**config.mk**
```make
export PLATFORM = sky130hd
export DESIGN_NAME = hazard_control_unit_flat
export DESIGN_NICKNAME = d
export VERILOG_FILES = /design/src/rtl/hazard_control_unit_if.sv /design/src/rtl/hazard_control_unit.sv /design/src/flat_wrapper.sv
export SDC_FILE = /design/constraint.sdc
export NUM_CORES = 1
export LEC_CHECK = 0
export CAP_MARGIN = 20
export CORE_MARGIN = 3
export CORE_UTILIZATION = 49
export CTS_CLUSTER_DIAMETER = 80
export DETAILED_ROUTE_END_ITERATION = 16
export HOLD_SLACK_MARGIN = 0.1
export MAX_ROUTING_LAYER = met4
export PLACE_DENSITY = 0.95
export SYNTH_ARGS = -nofsm -noshare
export SYNTH_HDL_FRONTEND = slang
export SYNTH_SLANG_ARGS = --single-unit
```
**constraint.sdc**
```tcl
create_clock -name clk -period 3.7 [get_ports clk]
set_input_delay 0.925 -clock clk [delete_from_list [all_inputs] [get_ports clk]]
set_output_delay 0.925 -clock clk [all_outputs]
set_load 0.01 [all_outputs]
```
**src/rtl/hazard_control_unit_if.sv**
```systemverilog
// Decode/Execute boundary signals between the pipeline and the hazard control unit.
// The pipeline side uses master and the hazard unit uses slave.
interface hazard_control_unit_if #(
    parameter int CNT_W = 16
);
    logic             decode_valid;
    logic [3:0]       rs1_decode;
    logic [3:0]       rs2_decode;
    logic             uses_rs1_decode;
    logic             uses_rs2_decode;
    logic [3:0]       rd_decode;
    logic             wre_decode;
    logic             vector_op_decode;
    logic [3:0]       rd_execute;
    logic             wre_execute;
    logic             load_instruction;
    logic [3:0]       rd_memory;
    logic             wre_memory;
    logic             branch_taken_execute;

    logic             stall_fetch;
    logic             stall_decode;
    logic             nop_mux_select;
    logic             flush_decode;
    logic [1:0]       forwardA_sel;
    logic [1:0]       forwardB_sel;
    logic             vec_busy;
    logic [CNT_W-1:0] stall_cycles;

    modport master (
        output decode_valid, rs1_decode, rs2_decode, uses_rs1_decode, uses_rs2_decode,
               rd_decode, wre_decode, vector_op_decode, rd_execute, wre_execute,
               load_instruction, rd_memory, wre_memory, branch_taken_execute,
        input  stall_fetch, stall_decode, nop_mux_select, flush_decode,
               forwardA_sel, forwardB_sel, vec_busy, stall_cycles
    );

    modport slave (
        input  decode_valid, rs1_decode, rs2_decode, uses_rs1_decode, uses_rs2_decode,
               rd_decode, wre_decode, vector_op_decode, rd_execute, wre_execute,
               load_instruction, rd_memory, wre_memory, branch_taken_execute,
        output stall_fetch, stall_decode, nop_mux_select, flush_decode,
               forwardA_sel, forwardB_sel, vec_busy, stall_cycles
    );
endinterface

```
**src/rtl/hazard_control_unit.sv**
```systemverilog
// Hazard and forwarding controller for the 16-bit pipeline: load-use and vector
// scoreboard stalls, branch flush, and forwarding selects registered into execute.
module hazard_control_unit #(
    parameter int VEC_LATENCY = 4,
    parameter int CNT_W       = 16
) (
    input  logic                 clk,
    input  logic                 reset,
    hazard_control_unit_if.slave bus
);
    localparam int VW = $clog2(VEC_LATENCY + 1);

    logic [VW-1:0]    r_vec_cnt;
    logic [3:0]       r_vec_rd;
    logic [1:0]       r_fwd_a;
    logic [1:0]       r_fwd_b;
    logic [CNT_W-1:0] r_stall_cycles;

    logic w_m1_ex, w_m2_ex, w_m1_mem, w_m2_mem, w_m1_vec, w_m2_vec;
    logic w_load_haz, w_vec_haz, w_vec_busy;
    logic w_stall, w_nop, w_flush, w_issue;
    logic [1:0] w_fwd_a_next, w_fwd_b_next;

    function automatic logic src_match(input logic used, input logic [3:0] src,
                                       input logic [3:0] dst);
        return used && (src == dst);
    endfunction

    assign w_m1_ex  = src_match(bus.uses_rs1_decode, bus.rs1_decode, bus.rd_execute);
    assign w_m2_ex  = src_match(bus.uses_rs2_decode, bus.rs2_decode, bus.rd_execute);
    assign w_m1_mem = src_match(bus.uses_rs1_decode, bus.rs1_decode, bus.rd_memory);
    assign w_m2_mem = src_match(bus.uses_rs2_decode, bus.rs2_decode, bus.rd_memory);
    assign w_m1_vec = src_match(bus.uses_rs1_decode, bus.rs1_decode, r_vec_rd);
    assign w_m2_vec = src_match(bus.uses_rs2_decode, bus.rs2_decode, r_vec_rd);

    assign w_vec_busy = (r_vec_cnt != '0);

    assign w_load_haz = bus.decode_valid && bus.load_instruction && bus.wre_execute
                        && (w_m1_ex || w_m2_ex);

    // A busy vector unit blocks readers and writers of its destination and any new vector op.
    assign w_vec_haz = bus.decode_valid && w_vec_busy
                       && (w_m1_vec || w_m2_vec
                           || (bus.wre_decode && (bus.rd_decode == r_vec_rd))
                           || bus.vector_op_decode);

    // NOTE: every output gets a default first so no path through the block infers a latch.
    always_comb begin
        w_stall = 1'b0;
        w_nop   = 1'b0;
        w_flush = 1'b0;
        if (!reset) begin
            w_nop = 1'b1;
        end else if (bus.branch_taken_execute) begin
            w_flush = 1'b1;
            w_nop   = 1'b1;
        end else if (w_load_haz || w_vec_haz) begin
            w_stall = 1'b1;
            w_nop   = 1'b1;
        end
    end

    assign w_issue = bus.decode_valid && !w_stall && !bus.branch_taken_execute;

    // Execute result is younger than memory result, so it wins when both match.
    always_comb begin
        w_fwd_a_next = 2'b00;
        w_fwd_b_next = 2'b00;
        if (w_issue) begin
            if (w_m1_ex && bus.wre_execute)       w_fwd_a_next = 2'b01;
            else if (w_m1_mem && bus.wre_memory)  w_fwd_a_next = 2'b10;
            if (w_m2_ex && bus.wre_execute)       w_fwd_b_next = 2'b01;
            else if (w_m2_mem && bus.wre_memory)  w_fwd_b_next = 2'b10;
        end
    end

    // NOTE: state updates use non-blocking assignments so every register samples pre-edge values.
    always_ff @(posedge clk) begin
        if (!reset) begin
            r_vec_cnt      <= '0;
            r_vec_rd       <= '0;
            r_fwd_a        <= 2'b00;
            r_fwd_b        <= 2'b00;
            r_stall_cycles <= '0;
        end else begin
            if (w_issue && bus.vector_op_decode) begin
                r_vec_cnt <= VW'(VEC_LATENCY);
                r_vec_rd  <= bus.rd_decode;
            end else if (w_vec_busy) begin
                r_vec_cnt <= r_vec_cnt - VW'(1);
            end
            r_fwd_a <= w_fwd_a_next;
            r_fwd_b <= w_fwd_b_next;
            if (w_stall && (r_stall_cycles != '1))
                r_stall_cycles <= r_stall_cycles + CNT_W'(1);
        end
    end

    assign bus.stall_fetch    = w_stall;
    assign bus.stall_decode   = w_stall;
    assign bus.nop_mux_select = w_nop;
    assign bus.flush_decode   = w_flush;
    assign bus.forwardA_sel   = r_fwd_a;
    assign bus.forwardB_sel   = r_fwd_b;
    assign bus.vec_busy       = w_vec_busy;
    assign bus.stall_cycles   = r_stall_cycles;
endmodule

```
**src/flat_wrapper.sv**
```systemverilog
// flat-port wrapper written by rule: the top's interface ports become plain ports
module hazard_control_unit_flat 
#(
    parameter int VEC_LATENCY = 4,
    parameter int CNT_W       = 16
)
  (clk, reset, bus_decode_valid, bus_rs1_decode, bus_rs2_decode, bus_uses_rs1_decode, bus_uses_rs2_decode, bus_rd_decode, bus_wre_decode, bus_vector_op_decode, bus_rd_execute, bus_wre_execute, bus_load_instruction, bus_rd_memory, bus_wre_memory, bus_branch_taken_execute, bus_stall_fetch, bus_stall_decode, bus_nop_mux_select, bus_flush_decode, bus_forwardA_sel, bus_forwardB_sel, bus_vec_busy, bus_stall_cycles);
  hazard_control_unit_if #(.CNT_W(CNT_W)) bus_i ();
  input  logic clk;
  input  logic reset;
  input wire logic [$bits(bus_i.decode_valid)-1:0] bus_decode_valid;
  input wire logic [$bits(bus_i.rs1_decode)-1:0] bus_rs1_decode;
  input wire logic [$bits(bus_i.rs2_decode)-1:0] bus_rs2_decode;
  input wire logic [$bits(bus_i.uses_rs1_decode)-1:0] bus_uses_rs1_decode;
  input wire logic [$bits(bus_i.uses_rs2_decode)-1:0] bus_uses_rs2_decode;
  input wire logic [$bits(bus_i.rd_decode)-1:0] bus_rd_decode;
  input wire logic [$bits(bus_i.wre_decode)-1:0] bus_wre_decode;
  input wire logic [$bits(bus_i.vector_op_decode)-1:0] bus_vector_op_decode;
  input wire logic [$bits(bus_i.rd_execute)-1:0] bus_rd_execute;
  input wire logic [$bits(bus_i.wre_execute)-1:0] bus_wre_execute;
  input wire logic [$bits(bus_i.load_instruction)-1:0] bus_load_instruction;
  input wire logic [$bits(bus_i.rd_memory)-1:0] bus_rd_memory;
  input wire logic [$bits(bus_i.wre_memory)-1:0] bus_wre_memory;
  input wire logic [$bits(bus_i.branch_taken_execute)-1:0] bus_branch_taken_execute;
  output wire logic [$bits(bus_i.stall_fetch)-1:0] bus_stall_fetch;
  output wire logic [$bits(bus_i.stall_decode)-1:0] bus_stall_decode;
  output wire logic [$bits(bus_i.nop_mux_select)-1:0] bus_nop_mux_select;
  output wire logic [$bits(bus_i.flush_decode)-1:0] bus_flush_decode;
  output wire logic [$bits(bus_i.forwardA_sel)-1:0] bus_forwardA_sel;
  output wire logic [$bits(bus_i.forwardB_sel)-1:0] bus_forwardB_sel;
  output wire logic [$bits(bus_i.vec_busy)-1:0] bus_vec_busy;
  output wire logic [$bits(bus_i.stall_cycles)-1:0] bus_stall_cycles;
  assign bus_i.decode_valid = bus_decode_valid;
  assign bus_i.rs1_decode = bus_rs1_decode;
  assign bus_i.rs2_decode = bus_rs2_decode;
  assign bus_i.uses_rs1_decode = bus_uses_rs1_decode;
  assign bus_i.uses_rs2_decode = bus_uses_rs2_decode;
  assign bus_i.rd_decode = bus_rd_decode;
  assign bus_i.wre_decode = bus_wre_decode;
  assign bus_i.vector_op_decode = bus_vector_op_decode;
  assign bus_i.rd_execute = bus_rd_execute;
  assign bus_i.wre_execute = bus_wre_execute;
  assign bus_i.load_instruction = bus_load_instruction;
  assign bus_i.rd_memory = bus_rd_memory;
  assign bus_i.wre_memory = bus_wre_memory;
  assign bus_i.branch_taken_execute = bus_branch_taken_execute;
  assign bus_stall_fetch = bus_i.stall_fetch;
  assign bus_stall_decode = bus_i.stall_decode;
  assign bus_nop_mux_select = bus_i.nop_mux_select;
  assign bus_flush_decode = bus_i.flush_decode;
  assign bus_forwardA_sel = bus_i.forwardA_sel;
  assign bus_forwardB_sel = bus_i.forwardB_sel;
  assign bus_vec_busy = bus_i.vec_busy;
  assign bus_stall_cycles = bus_i.stall_cycles;
  hazard_control_unit #(.VEC_LATENCY(VEC_LATENCY), .CNT_W(CNT_W)) u_core (.clk(clk), .reset(reset), .bus(bus_i));
endmodule
```
# Yosys cells after proc, flatten, opt, wreduce, memory -nomap -nowiden
# Index checks and enable logic that the tools add are counted.
# Widths: inputs -> output; s select.
# op_classes
n_reduce_logical	33
n_addsub	2
n_mux	13
eq_ne	8
n_bitwise	2
# ops
cell	count
$eq 4x4->1	7
$logic_and 1x1->1	20
$add 16x1->16 const B	1
$ne 16x16->1 const B	1
$mux 1	9
$mux 3	2
$reduce_or 3->1	2
$logic_or 1x1->1	5
$mux 2	2
$reduce_bool 3->1	1
$sub 3x1->3 const B	1
$logic_not 1->1	2
$not 1->1	2
$reduce_and 2->1	1
$reduce_bool 2->1	1
$reduce_or 2->1	1
# totals
output_inout_bits	25
register_bits	27
input_bits	31
word_cells	66

# Logic depth before layout (Yosys ltp)
# depth
word_depth	15
ltp_mapped	9
depth_no_buf	8

# Least setup slack after synthesis
# OpenSTA, ideal clock, no wires.
# synth_path
path_kind	in2out
from	in bus_rs2_decode[3]
to	out bus_stall_fetch
setup_slack_ns	0.647
required_time_ns	2.775
t_arrival_ns	2.128
stages	7
cell_sequence	xor2_1 > nor3_2 > nand4_2 > a211o_1 > buf_6 > nand2_1 > buf_4
# synth_via
elab_chain_cells	10
# synth_rtl
element	line_no	rtl
from (decl)	flat_wrapper.sv:13	input wire logic [$bits(bus_i.rs2_decode)-1:0] bus_rs2_decode;
$eq 4x4->1	hazard_control_unit.sv:26	return used && (src == dst);
$logic_and 1x1->1	hazard_control_unit.sv:26	
$logic_or 1x1->1	hazard_control_unit.sv:43	&& (w_m1_vec || w_m2_vec
$logic_or 1x1->1	hazard_control_unit.sv:44	|| (bus.wre_decode && (bus.rd_decode == r_vec_rd))
$logic_or 1x1->1	hazard_control_unit.sv:45	|| bus.vector_op_decode);
$logic_and 1x1->1	hazard_control_unit.sv:43	
$logic_or 1x1->1 (*)	hazard_control_unit.sv:57	end else if (w_load_haz || w_vec_haz) begin
$mux 1 (*)	hazard_control_unit.sv:57	
$mux 1 (*)	hazard_control_unit.sv:54	end else if (bus.branch_taken_execute) begin
$mux 1 (*)	hazard_control_unit.sv:52	if (!reset) begin
to (decl)	flat_wrapper.sv:25	output wire logic [$bits(bus_i.stall_fetch)-1:0] bus_stall_fetch;
# Mark *: on every way between the ends. The rest lies on a longest branch, timed or not.

# Final worst setup path
# layout_path
from	in bus_rs1_decode[0]
to	out bus_stall_decode
# layout_via
elab_chain_cells	10
# layout_rtl
element	line_no	rtl
from (decl)	flat_wrapper.sv:12	input wire logic [$bits(bus_i.rs1_decode)-1:0] bus_rs1_decode;
$eq 4x4->1	hazard_control_unit.sv:26	
$logic_and 1x1->1	hazard_control_unit.sv:26	
$logic_or 1x1->1	hazard_control_unit.sv:43	
$logic_or 1x1->1	hazard_control_unit.sv:44	
$logic_or 1x1->1	hazard_control_unit.sv:45	
$logic_and 1x1->1	hazard_control_unit.sv:43	
$logic_or 1x1->1 (*)	hazard_control_unit.sv:57	
$mux 1 (*)	hazard_control_unit.sv:57	
$mux 1 (*)	hazard_control_unit.sv:54	
$mux 1 (*)	hazard_control_unit.sv:52	
to (decl)	flat_wrapper.sv:26	output wire logic [$bits(bus_i.stall_decode)-1:0] bus_stall_decode;
# Marked as above.

==> impl_metrics.tcl <==
set metrics [dict create \
    status "finished, final reports clean" \
    skew_ns 0.00293 \
    vias 1696 \
    setup_violations 0 \
    fin_area_um2 2460 \
    ir_drop_mv 0.236 \
    mostFrequentLayoutCells "clkdlybuf4s50_1 (50), dfxtp_1 (27), nand2_1 (24), xor2_1 (21), buf_4 (21)" \
    synthToLayoutAreaGrowth_pct 45.2 \
    clk_pin_slew_ns 0.17 \
    timing.rr.start "u_core.bus.stall_cycles[0]$_SDFFE_PN0P_" \
    dr.pass1.iters 4 \
    min_path_cells 2 \
    fp.coreArea_um2 3180 \
    cp-start-kind "primary input" \
    antenna_found_initial 0 \
    maxCapViolations 0 \
    routabilityCongestion 0.886 \
    row_count 20 \
    clock_path_buffers 2 \
    grt_pass1_vias 1594 \
    drtIter0Drc 84 \
    critPathMaxStageDelay_ns 0.48 \
    cellPowerDensity_nw_per_um2 297 \
    syn_area_per_cell_um2 8.74 \
    cp_slowest_cell "clkdlybuf4s50_1" \
    syn_area_um2 1700 \
    finalSetupTns_ns 0 \
    drive_above_1_share 0.146 \
    placed_area_um2 2430 \
    rr_worst_depth 7 \
    synth_edf_count 0 \
    min-delay-start "u_core.r_vec_cnt[1]$_SDFFE_PP0N_" \
    finalCritPeriodShare 0.972 \
    final_common_cell "clkdlybuf4s50_1" \
    ys_seq_area_frac 0.319 \
    die_w_um 64.8 \
    drc_errors 0 \
    met3_usage 0.0156 \
    r2r_slack_ns 1.45 \
    avgRoutedWirePerCell_um 14.9 \
    cts_buffers 3 \
    grt-ovfl-total 0 \
    period_needed_ns 3.60 \
    dieArea_um2 4200 \
    async_reset_ff_frac 0 \
    cts_root_buf "clkbuf_4" \
    synthCells 194 \
    min_to "u_core.r_vec_cnt[1]$_SDFFE_PP0N_" \
    clock_sinks 27 \
    yosys.cell_types.count 40 \
    path_cells "clkdlybuf4s50_1, xor2_1, nor3_1, nand4_1, a211o_1, nand2_1, dlygate4sd2_1" \
    syn_nets 228 \
    drt_wl_total_mm 4.66 \
    p_leak_uw 0.000962 \
    hold_viol 0 \
    grt_usage 0.236 \
    ant_nets 0 \
    port_buffers 55 \
    hpwl_mm 3.76 \
    hold_class "flop to flop" \
    timing.slew.headroom 0.608 \
    synth-seq-cells 27 \
    post_drt_via_cell_ratio 5.44 \
    die_h_um 64.8 \
    cp-end-kind "primary output" \
    worst_slew_pin_slew_ns 0.584 \
    htreeDepth 1 \
    grt_pass1_wl_mm 7.54 \
    worstReg2RegEnd "u_core.bus.stall_cycles[15]$_SDFFE_PN0P_" \
    use_met2 0.378 \
    busiest_layer "met2" \
    ios 56 \
    slew_violations 0 \
    met1_usage 0.313 \
    worstSetupPathType "primary input to primary output" \
    crit_required_ns 2.77 \
    stdcell_count 312 \
    ys.warnings.count 0 \
    nets 303 \
    max_freq_mhz 278 \
    diodes 0 \
    start_util 0.533 \
    clkLatencyLatePin_ns 0.35 \
    synth_ff_type "dfxtp_1" \
    cts_tree "built" \
    cp_data_arrival_time_ns 2.67 \
    grt_max_degree 20 \
    rsz0062_at_grt "no" \
    startpoint "bus_rs1_decode[0]" \
    cp_max_fo 4 \
    post-place-cells 308 \
]
## synth_stat cells, types with 4 or more instances
| cell type | number | area, um2 |
|---|---|---|
| and2_1 | 5 | 31.3 |
| nand2_1 | 24 | 90.1 |
| dfxtp_1 | 27 | 541 |
| nor2_1 | 17 | 63.8 |
| nand3_1 | 6 | 30.0 |
| nand4_1 | 5 | 31.3 |
| nor3_1 | 6 | 30.0 |
| mux2i_1 | 6 | 60.1 |
| a21oi_1 | 9 | 45.0 |
| xor2_1 | 21 | 184 |
| xnor2_1 | 16 | 140 |
| inv_1 | 5 | 18.8 |
| a211oi_1 | 4 | 30.0 |
| and3_1 | 5 | 31.3 |
## sequential cells by signal (all words and copies together) (netlist names)
signal                   count
u_core.bus.forwardB_sel      2
u_core.bus.stall_cycles     16
u_core.bus.forwardA_sel      2
u_core.r_vec_cnt             3
u_core.r_vec_rd              4
## layout make-up
type,count,area [um2]
Clock buffer,3,22.5
Sequential cell,27,541
Fill cell,225,716
Multi-Input combinational cell,155,1110
Inverter,6,22.5
Tap cell,44,55.1
Timing Repair Buffer,76,698
Clock inverter,1,8.76
## timing repair
item,4_1_cts,5_1_grt
endpoints found under the hold margin,0,0
pin swaps,0,1
setup buffers,0,0
endpoints found under the setup margin,3,3
hold buffers,0,0
resized for setup,5,4
## per-layer routing
metal | up-vias | part of all wire
li1 | 822 | -
met5 | - | 0
met2 | 70 | 0.50
met4 | 0 | 0.018
met3 | 9 | 0.052
met1 | 795 | 0.43
## worst max-delay path, delay by kind of cell
family                    cells  cell delay (ns)
and+or+nand+nor               3             0.48
buffers and inverters         2             0.75
xor gates and xnor gates      1             0.19
AOI/OAI and AO/OA             1             0.32
## kinds of logic after synthesis
kind of cell | after synthesis | synth area share
AO/OA/AOI/OAI | 26 | 0.137
XOR/XNOR | 37 | 0.191
adder cells (fa/ha/maj) | 3 | 0.0221
buffers and inverters | 12 | 0.0354
flip-flops | 27 | 0.319
multiplexers | 6 | 0.0354
AND/OR/NAND/NOR | 83 | 0.260
## where the power goes
part | total [uW] | internal, uW | leakage (uW) | switching, uW
sequential | 320 | 309 | 0.000218 | 11.1
combinational | 262 | 133 | 0.000725 | 129
clock | 148 | 44.3 | 0.0000183 | 103
total | 730 | 487 | 0.000962 | 243
## stage by stage
stage / util / setup slack [ns] / total power (uW) / hold slack [ns]
finish: 0.775 / 0.103 / 730 / 0.517
global route: 0.775 / 0.00492 / 769 / 0.537
CTS: 0.771 / 0.0283 / 729 / 0.519
detailed placement: 0.763 / -0.215 / 587 / 0.489
global placement: 0.763 / -0.168 / 574 / 0.475
floorplan: - / 0.647 / 465 / 0.480
## worst max-delay path by stage
stage / endpoint / slack (ns) / depth (start not counted)
finish: bus_stall_decode / 0.10 / 7
global route: bus_stall_decode / 0.005 / 7
CTS: bus_nop_mux_select / 0.03 / 7
detailed placement: bus_nop_mux_select / -0.22 / 7
global placement: bus_nop_mux_select / -0.17 / 7
floorplan: bus_stall_fetch / 0.65 / 7
Note: power is estimated with default switching activity, not from simulation.
